<file path="src/rtl/add_sub_serial.sv">
// add_sub_serial
//   Digit-serial two's-complement adder/subtractor. An operation of WIDTH
//   bits is processed DIGIT bits per cycle through a DIGIT-bit ripple chain,
//   taking NDIG = WIDTH/DIGIT cycles from the accepting edge to done.
//   Subtraction inverts b at load time and seeds the carry with 1.
//
// Ports
//   clk    rising-edge clock
//   rst    asynchronous, active-high reset
//   start  request, sampled when idle (and on the final digit edge)
//   sub    0: a+b, 1: a-b (latched with start)
//   a, b   WIDTH-bit operands (latched with start)
//   busy   registered, high while an operation is in flight
//   done   registered, one-cycle pulse when sum/c_out/ovf update
//   sum    result, held until the next completion
//   c_out  carry out of the MSB (sub: 1 = no borrow)
//   ovf    signed overflow (carry into MSB xor carry out of MSB)
module add_sub_serial #(
    parameter int WIDTH = 16,
    parameter int DIGIT = 4
) (
    input  logic             clk,
    input  logic             rst,
    input  logic             start,
    input  logic             sub,
    input  logic [WIDTH-1:0] a,
    input  logic [WIDTH-1:0] b,
    output logic             busy,
    output logic             done,
    output logic [WIDTH-1:0] sum,
    output logic             c_out,
    output logic             ovf
);

    localparam int NDIG = WIDTH / DIGIT;
    localparam int CW   = (NDIG > 1) ? $clog2(NDIG) : 1;

    if (WIDTH < 2) begin : g_bad_width
        $error("add_sub_serial: WIDTH must be >= 2");
    end
    if (DIGIT < 1 || DIGIT > WIDTH || (WIDTH % DIGIT) != 0) begin : g_bad_digit
        $error("add_sub_serial: DIGIT must divide WIDTH and lie in 1..WIDTH");
    end

    typedef enum logic {IDLE, RUN} state_t;

    state_t           state, state_nx;
    logic [WIDTH-1:0] a_sr, b_sr;
    logic             carry;
    logic [CW-1:0]    cnt;

    logic [DIGIT-1:0] dsum;
    logic [DIGIT:0]   cy;
    logic [WIDTH-1:0] psum_nx;
    logic             last;
    logic             load, step, finish;

    // One digit of full adders; cy[DIGIT-1] is the carry into the digit's
    // top bit, which on the final digit is the carry into the word MSB.
    always_comb begin
        cy    = '0;
        dsum  = '0;
        cy[0] = carry;
        for (int i = 0; i < DIGIT; i++) begin
            dsum[i]  = a_sr[i] ^ b_sr[i] ^ cy[i];
            cy[i+1]  = (a_sr[i] & b_sr[i]) | (cy[i] & (a_sr[i] ^ b_sr[i]));
        end
    end

    assign last = (cnt == CW'(NDIG - 1));

    // Partial sum fills from the top, so after NDIG digits the first digit
    // computed sits in the LSBs. Only WIDTH-DIGIT bits need storing; the
    // newest digit comes straight from the adder.
    if (DIGIT < WIDTH) begin : g_psum
        logic [WIDTH-DIGIT-1:0] psum;
        assign psum_nx = {dsum, psum};
        always_ff @(posedge clk or posedge rst) begin
            if (rst)
                psum <= '0;
            else if (step)
                psum <= psum_nx[WIDTH-1:DIGIT];
        end
    end else begin : g_psum_single
        assign psum_nx = dsum;
    end

    always_comb begin
        state_nx = state;
        load     = 1'b0;
        step     = 1'b0;
        finish   = 1'b0;
        case (state)
            IDLE: begin
                if (start) begin
                    load     = 1'b1;
                    state_nx = RUN;
                end
            end
            RUN: begin
                step = 1'b1;
                if (last) begin
                    finish = 1'b1;
                    // A request present on the completion edge is taken
                    // immediately, giving one operation per NDIG cycles.
                    if (start)
                        load = 1'b1;
                    else
                        state_nx = IDLE;
                end
            end
            default: state_nx = IDLE;
        endcase
    end

    always_ff @(posedge clk or posedge rst) begin
        if (rst) begin
            state <= IDLE;
            a_sr  <= '0;
            b_sr  <= '0;
            carry <= 1'b0;
            cnt   <= '0;
            busy  <= 1'b0;
            done  <= 1'b0;
            sum   <= '0;
            c_out <= 1'b0;
            ovf   <= 1'b0;
        end else begin
            state <= state_nx;
            busy  <= (state_nx == RUN);
            done  <= finish;
            if (load) begin
                a_sr  <= a;
                b_sr  <= b ^ {WIDTH{sub}};
                carry <= sub;
                cnt   <= '0;
            end else if (step) begin
                a_sr  <= a_sr >> DIGIT;
                b_sr  <= b_sr >> DIGIT;
                carry <= cy[DIGIT];
                cnt   <= cnt + 1'b1;
            end
            if (finish) begin
                sum   <= psum_nx;
                c_out <= cy[DIGIT];
                ovf   <= cy[DIGIT] ^ cy[DIGIT-1];
            end
        end
    end

endmodule
</file>
<file path="config.mk">
export PLATFORM = sky130hd
export DESIGN_NAME = add_sub_serial
export DESIGN_NICKNAME = d
export VERILOG_FILES = /design/src/rtl/add_sub_serial.sv
export SDC_FILE = /design/constraint.sdc
export NUM_CORES = 1
export LEC_CHECK = 0
export BUFFER_PORTS_ARGS = -buffer_cell sky130_fd_sc_hd__buf_2
export CAP_MARGIN = 20
export CORE_AREA = 2 2 93 95
export CTS_CLUSTER_SIZE = 25
export DETAILED_ROUTE_END_ITERATION = 8
export DIE_AREA = 0 0 95 97
export MAX_ROUTING_LAYER = met4
export PLACE_DENSITY = 0.56
export SKIP_CTS_REPAIR_TIMING = 1
export SLEW_MARGIN = 0
export SYNTH_ARGS = -nofsm -noshare
export SYNTH_HDL_FRONTEND = slang
export SYNTH_SLANG_ARGS = --single-unit
</file>
<file path="constraint.sdc">
create_clock -name clk -period 2.5 [get_ports clk]
set_input_delay 0.5 -clock clk [delete_from_list [all_inputs] [get_ports clk]]
set_output_delay 0.5 -clock clk [all_outputs]
set_load 0.02 [all_outputs]
</file>
==> impl_metrics.py, run 1 <==
metrics = {
    "min_path": {
        "hp-class": "in2async",
    },
    "setup_path": {
        "rr_startpoint": "a_sr[0]$_DFFE_PP0P_",
        "cp.required_ns": 2.75,
        "cp-start-kind": "register",
        "end_kind": "register",
        "arrival_ns": 2.48,
        "r2r_end": "sum[15]$_DFFE_PP0P_",
        "r2r.worst_path.cells": 8,
        "reg2reg_setup_slack_ns": 0.27,
        "crit_type": "reg2reg",
        "path_max_fanout": 2,
    },
    "sta": {
        "fin_crit_ns": 2.23,
        "slew_headroom": 0.636,
        "finalSetupTns_ns": 0,
        "worstMarginPinSlew_ns": 0.546,
        "hold_violations": 0,
        "fin_ws_ns": 0.268,
        "finalSetupViolCount": 0,
        "holdWs_ns": 0.210,
        "max_clock_freq_ghz": 0.448,
        "grt_setup_unrepaired": "no",
        "period_share": 0.893,
        "finClkSkew_ns": 0.00582,
        "drv_slew": 0,
    },
    "routing": {
        "routed.top_layer": "met4",
        "post_drt_wl_per_cell_um": 14.2,
        "drt-total-wl_mm": 6.23,
        "via_per_inst": 4.96,
        "drt_iter0_drc": 82,
        "vias": 2171,
        "ant_nets": 0,
        "drc": 0,
        "met1_length_mm": 2.88,
        "wl_met3_um": 266,
        "dr.pass1.iters": 4,
        "wl_met2_mm": 2.99,
    },
    "status": {
        "status": "finished clean",
    },
    "pwr": {
        "ir_worst_vdd_uv": 469,
        "powerDensity_nw_per_um2": 1210,
        "p_leak_nw": 1.77,
    },
    "cells_and_area": {
        "final_layout_size_suffix_gt1_frac": 0.324,
        "area_growth_pct": 16.3,
        "seq_area_um2": 1680,
        "multi_input_area_um2": 1370,
        "fill_cells": 799,
        "final_area_um2": 3740,
        "nets": 370,
        "diodes": 0,
    },
    "floorplanning": {
        "start_util": 0.396,
        "design.core.area_um2": 8130,
        "die_w_um": 95,
        "fp.dieH_um": 97,
        "dieArea_um2": 9220,
        "ios": 56,
        "rows": 33,
    },
    "yosys": {
        "synth_edf_count": 0,
        "synth.top_cell.area_share": 0.521,
        "synthTopCellsByArea": "dfrtp_1 (52%), mux2_2 (8.7%), a211o_1 (4.4%)",
        "synth_cells": 279,
        "post-synth-top-area-cell": "dfrtp_1",
        "ys_top_cells_by_count": "dfrtp_1 (67), nor2_1 (31), mux2_2 (25)",
        "synth-main-ff-cell": "dfrtp_1",
        "synthDistinctLibCells": 31,
        "yosysMostFrequentCell": "dfrtp_1",
        "ys_seq_elements": 67,
        "synthesis.nets": 320,
        "yosysWarnings": 0,
        "ys_seq_area_frac": 0.521,
        "async_flop_share": 1.00,
        "synth_area_um2": 3220,
        "syn_avg_cell_area_um2": 11.5,
    },
    "run": {
        "maxCapViolCount": 0,
    },
    "clocking": {
        "cts.sinks": 67,
        "cts_buffers": 9,
        "clk_path_buf_depth": 2,
        "clk_pin_slew_worst_paths_ns": 0.07,
        "clock_latency_ns": 0.33,
        "htreeDepth": 3,
        "tritoncts": "done",
        "cts_root_buf": "clkbuf_8",
    },
    "place": {
        "dp_hpwl_mm": 4.11,
        "post_dp_cell_area_um2": 3550,
        "gp_congestion": 0.692,
        "numPortBuffers": 55,
        "place_ws_ns": 0.258,
    },
    "global_route": {
        "grt_pass1_wl_mm": 10.8,
        "grt_use_total": 0.154,
        "grt.overflow.total": 0,
        "antenna_found_initial": 0,
        "first_global_vias": 2223,
        "grt_max_degree": 43,
    },
}
## how the worst max path moves through the flow
stage	from	to	slack [ns]
2_1_floorplan	rst	a_sr[0]$_DFFE_PP0P_	0.32
3_3_place_gp	a_sr[0]$_DFFE_PP0P_	sum[15]$_DFFE_PP0P_	0.31
3_5_place_dp	a_sr[0]$_DFFE_PP0P_	sum[15]$_DFFE_PP0P_	0.26
4_1_cts	a_sr[0]$_DFFE_PP0P_	sum[15]$_DFFE_PP0P_	0.25
5_1_grt	a_sr[0]$_DFFE_PP0P_	sum[15]$_DFFE_PP0P_	0.11
6_report	a_sr[0]$_DFFE_PP0P_	sum[15]$_DFFE_PP0P_	0.27
## where the power goes
part	switching [mW]	total (mW)	leakage (nW)	internal (mW)
sequential	0.279	1.87	0.828	1.59
clock	0.382	0.871	0.105	0.489
combinational	0.937	1.78	0.832	0.840
total	1.60	4.52	1.77	2.92
## cell type report
cell class,instances,area share
multi-input combinational,180,0.365
timing repair buffer,61,0.0889
sequential,67,0.448
clock buffer,14,0.0515
clock inverter,1,0.00134
tap,105,0.0351
inverter,10,0.0100
## layer usage
metal	track usage	vias to the layer above
li1	-	1073
met1	0.194	1046
met2	0.239	45
met3	0.0452	7
met4	0.0502	0
met5	-	-
## cells by family after synthesis
family                     synth area share
AOI/OAI and AO/OA                     0.121
xor gates and xnor gates             0.0462
adders and majority gates            0.0287
and+or+nand+nor                      0.0870
muxes                                 0.142
DFF                                   0.521
buffers and inverters                0.0548
## registers in the layout (all words and copies together) (netlist names)
name and cells:
g_psum.psum 12, state 1, sum 16, a_sr 16, ovf 1, cnt 2
done 1, carry 1, b_sr 16, c_out 1
## stage by stage
stage | instances | util | total power, mW
detailed placement | 423 | 0.436 | 3.71
CTS | 438 | 0.460 | 4.60
floorplan | 279 | - | 3.23
global placement | 423 | 0.436 | 3.64
finish | 438 | 0.460 | 4.52
global route | 438 | 0.460 | 4.91
## cell usage in the layout, fill, tap and decap left out, types with 4 or more instances in the layout
cell type / Yosys / final
o22ai_1: 13 / 13
mux2_2: 25 / 25
o21ai_0: 11 / 11
nor3b_1: 10 / 10
xnor2_1: 16 / 16
buf_2: 9 / 55
clkbuf_8: 0 / 14
fa_1: 4 / 4
nand2_1: 4 / 4
a21oi_1: 15 / 15
mux2_1: 12 / 12
buf_4: 4 / 5
nor2_1: 31 / 31
dfrtp_1: 67 / 66
mux2i_1: 4 / 4
inv_1: 10 / 9
nand3_1: 4 / 4
a211o_1: 16 / 16
## critical path, cell delays in order, from the launching register on
cell,delay [ns]
dfrtp_1,0.40
fa_1,0.41
inv_1,0.07
fa_1,0.15
inv_1,0.05
fa_1,0.39
inv_1,0.09
fa_1,0.43
o21ai_0,0.16
Power figures use the tool's default switching activity.
==> run 2: changes to the inputs <==
Settings changed: ABC_AREA from default to 1, CORE_AREA 2 2 93 95 to 2 2 92 94, DIE_AREA 0 0 95 97 to 0 0 94 96.
==> run 2 against run 1 <==
Global-route usage rose by 1.3 points; combinational power fell by 18%; maximum frequency fell by 0.60%; first-iteration DRC count rose by 11%; clock-buffer cell count fell by 1.
==> impl_metrics.py, run 2 <==
metrics = {
    "cells_and_area": {
        "fill_cells": 859,
        "most-common-layout-cells": "nand2_1 (165), dfrtp_1 (67), buf_2 (55)",
        "nets": 484,
        "final_util": 0.452,
        "top_regs": "a_sr: 16 flops, b_sr: 16 flops, sum: 16 flops",
        "area_growth_pct": 16.6,
        "final_layout_size_suffix_gt1_frac": 0.170,
        "final_common_cell": "nand2_1",
        "diodes": 0,
        "stdcell_count": 552,
    },
    "yosys": {
        "synth-main-ff-cell": "dfrtp_1",
        "synthTopCellsByArea": "dfrtp_1 (54%), nand2_1 (20%), nand3_1 (6.1%)",
        "synth.top_cell.area_share": 0.537,
        "yosysMostFrequentCell": "nand2_1",
        "post-synth-top-area-cell": "dfrtp_1",
        "synth_area_um2": 3120,
        "synth_cells": 391,
        "ys_seq_area_frac": 0.537,
        "syn_avg_cell_area_um2": 7.98,
        "async_flop_share": 1.00,
        "yosysWarnings": 0,
        "synthDistinctLibCells": 16,
        "ys_top_cells_by_count": "nand2_1 (165), dfrtp_1 (67), inv_1 (45)",
        "synth_edf_count": 0,
        "ys_seq_elements": 67,
        "synthesis.nets": 432,
    },
    "clocking": {
        "cts_root_buf": "clkbuf_8",
        "clock_latency_ns": 0.34,
        "cts_buffers": 9,
        "clk_pin_slew_worst_paths_ns": 0.07,
        "htreeDepth": 3,
        "clk_path_buf_depth": 2,
        "tritoncts": "done",
        "cts.sinks": 67,
    },
    "routing": {
        "vias": 2537,
        "drc": 0,
        "drt_iter0_drc": 91,
        "ant_nets": 0,
        "via_per_inst": 4.60,
        "dr.pass1.iters": 4,
        "drt-total-wl_mm": 6.25,
        "post_drt_wl_per_cell_um": 11.3,
    },
    "floorplanning": {
        "fp.dieH_um": 96,
        "die_w_um": 94,
        "rows": 33,
        "start_util": 0.388,
        "ios": 56,
        "design.core.area_um2": 8050,
        "dieArea_um2": 9020,
    },
    "sta": {
        "finalSetupViolCount": 0,
        "grt_setup_unrepaired": "no",
        "hold_violations": 0,
        "worstMarginPinSlew_ns": 0.845,
        "slew_headroom": 0.437,
        "fin_crit_ns": 2.25,
        "max_clock_freq_ghz": 0.445,
        "drv_slew": 0,
        "fin_ws_ns": 0.254,
        "finClkSkew_ns": 0.00764,
        "finalSetupTns_ns": 0,
        "period_share": 0.898,
    },
    "global_route": {
        "antenna_found_initial": 0,
        "grt.overflow.total": 0,
        "grt_pass1_wl_mm": 11.2,
        "grt_use_total": 0.167,
        "grt_max_degree": 47,
        "first_global_vias": 2454,
    },
    "setup_path": {
        "cp-start-kind": "register",
        "cp.required_ns": 2.77,
        "r2r.worst_path.cells": 8,
        "end_kind": "register",
        "rr_startpoint": "a_sr[0]$_DFFE_PP0P_",
        "crit_type": "reg2reg",
        "path_max_fanout": 2,
        "arrival_ns": 2.51,
        "r2r_end": "sum[15]$_DFFE_PP0P_",
        "reg2reg_setup_slack_ns": 0.25,
    },
    "place": {
        "dp.cells": 537,
        "place_ws_ns": 0.270,
        "dp_hpwl_mm": 4.12,
        "numPortBuffers": 55,
        "gp_congestion": 0.749,
    },
    "pwr": {
        "ir_worst_vdd_uv": 421,
        "powerDensity_nw_per_um2": 1100,
        "p_leak_nw": 1.97,
    },
    "run": {
        "maxCapViolCount": 0,
    },
    "min_path": {
        "hp-class": "in2async",
    },
    "status": {
        "status": "finished clean",
    },
}
## run 2: changes by cell type after synthesis, moves of 10 or more
| cell | before | now |
|---|---|---|
| nor3b_1 | 10 | 0 |
| mux2_1 | 12 | 0 |
| nand3_1 | 4 | 38 |
| a21oi_1 | 15 | 0 |
| xnor2_1 | 16 | 5 |
| o21ai_0 | 11 | 26 |
| a211o_1 | 16 | 0 |
| inv_1 | 10 | 45 |
| nor2_1 | 31 | 13 |
| o22ai_1 | 13 | 0 |
| nand2_1 | 4 | 165 |
| mux2_2 | 25 | 0 |
## run 2: worst max-delay path, cell delays in order (launching register included)
cell     delay (ns)
dfrtp_1        0.40
fa_1           0.42
inv_1          0.08
fa_1           0.17
inv_1          0.05
fa_1           0.39
inv_1          0.09
fa_1           0.41
o21ai_0        0.16
## run 2: layout make-up
cell class              count  area (um2)  share of cell area
clock buffers              13         149              0.0409
flip-flops and latches     67        1680               0.461
inverters                  46         173              0.0474
repair buffers             61         333              0.0914
multi-input cells         258        1160               0.320
well taps                 105         131              0.0361
clock inverters             2        12.5             0.00344
## run 2: metal layers
metal | track usage | part of all wire | wire length (um)
met4 | 0.0556 | 0.016 | 97
met3 | 0.0564 | 0.047 | 293
met5 | - | 0 | 0
met1 | 0.201 | 0.50 | 3100
met2 | 0.265 | 0.44 | 2760
## run 2: power breakdown
part	internal, mW	switching, mW	total, mW
sequential	1.53	0.271	1.80
clock	0.381	0.386	0.767
combinational	0.534	0.922	1.46
## run 2: how the worst max path moves through the flow
stage,end,start,slack [ns]
4_1_cts,g_psum.psum[11]$_DFFE_PP0P_,a_sr[0]$_DFFE_PP0P_,0.26
5_1_grt,sum[15]$_DFFE_PP0P_,a_sr[0]$_DFFE_PP0P_,0.09
2_1_floorplan,a_sr[0]$_DFFE_PP0P_,rst,0.32
6_report,sum[15]$_DFFE_PP0P_,a_sr[0]$_DFFE_PP0P_,0.25
3_3_place_gp,g_psum.psum[11]$_DFFE_PP0P_,a_sr[0]$_DFFE_PP0P_,0.32
3_5_place_dp,g_psum.psum[11]$_DFFE_PP0P_,a_sr[0]$_DFFE_PP0P_,0.27
## run 2: per-stage QoR
| stage | power [mW] | hold slack, ns | cell area (um2) |
|---|---|---|---|
| after floorplan | 2.86 | 0.449 | 3120 |
| after detailed placement | 3.30 | 0.466 | 3480 |
| after global placement | 3.25 | 0.458 | 3480 |
| final | 4.02 | 0.109 | 3640 |
| after global routing | 4.42 | 0.119 | 3640 |
| after CTS | 4.09 | 0.101 | 3640 |
## run 2: logic make-up after synthesis
group                    Yosys count  share of synthesized area
AO/OA/AOI/OAI                     30                     0.0481
XOR/XNOR                           6                     0.0168
adder cells (fa/ha/maj)            5                     0.0297
buffers and inverters             66                     0.0898
flip-flops                        67                      0.537
AND/OR/NAND/NOR                  217                      0.279
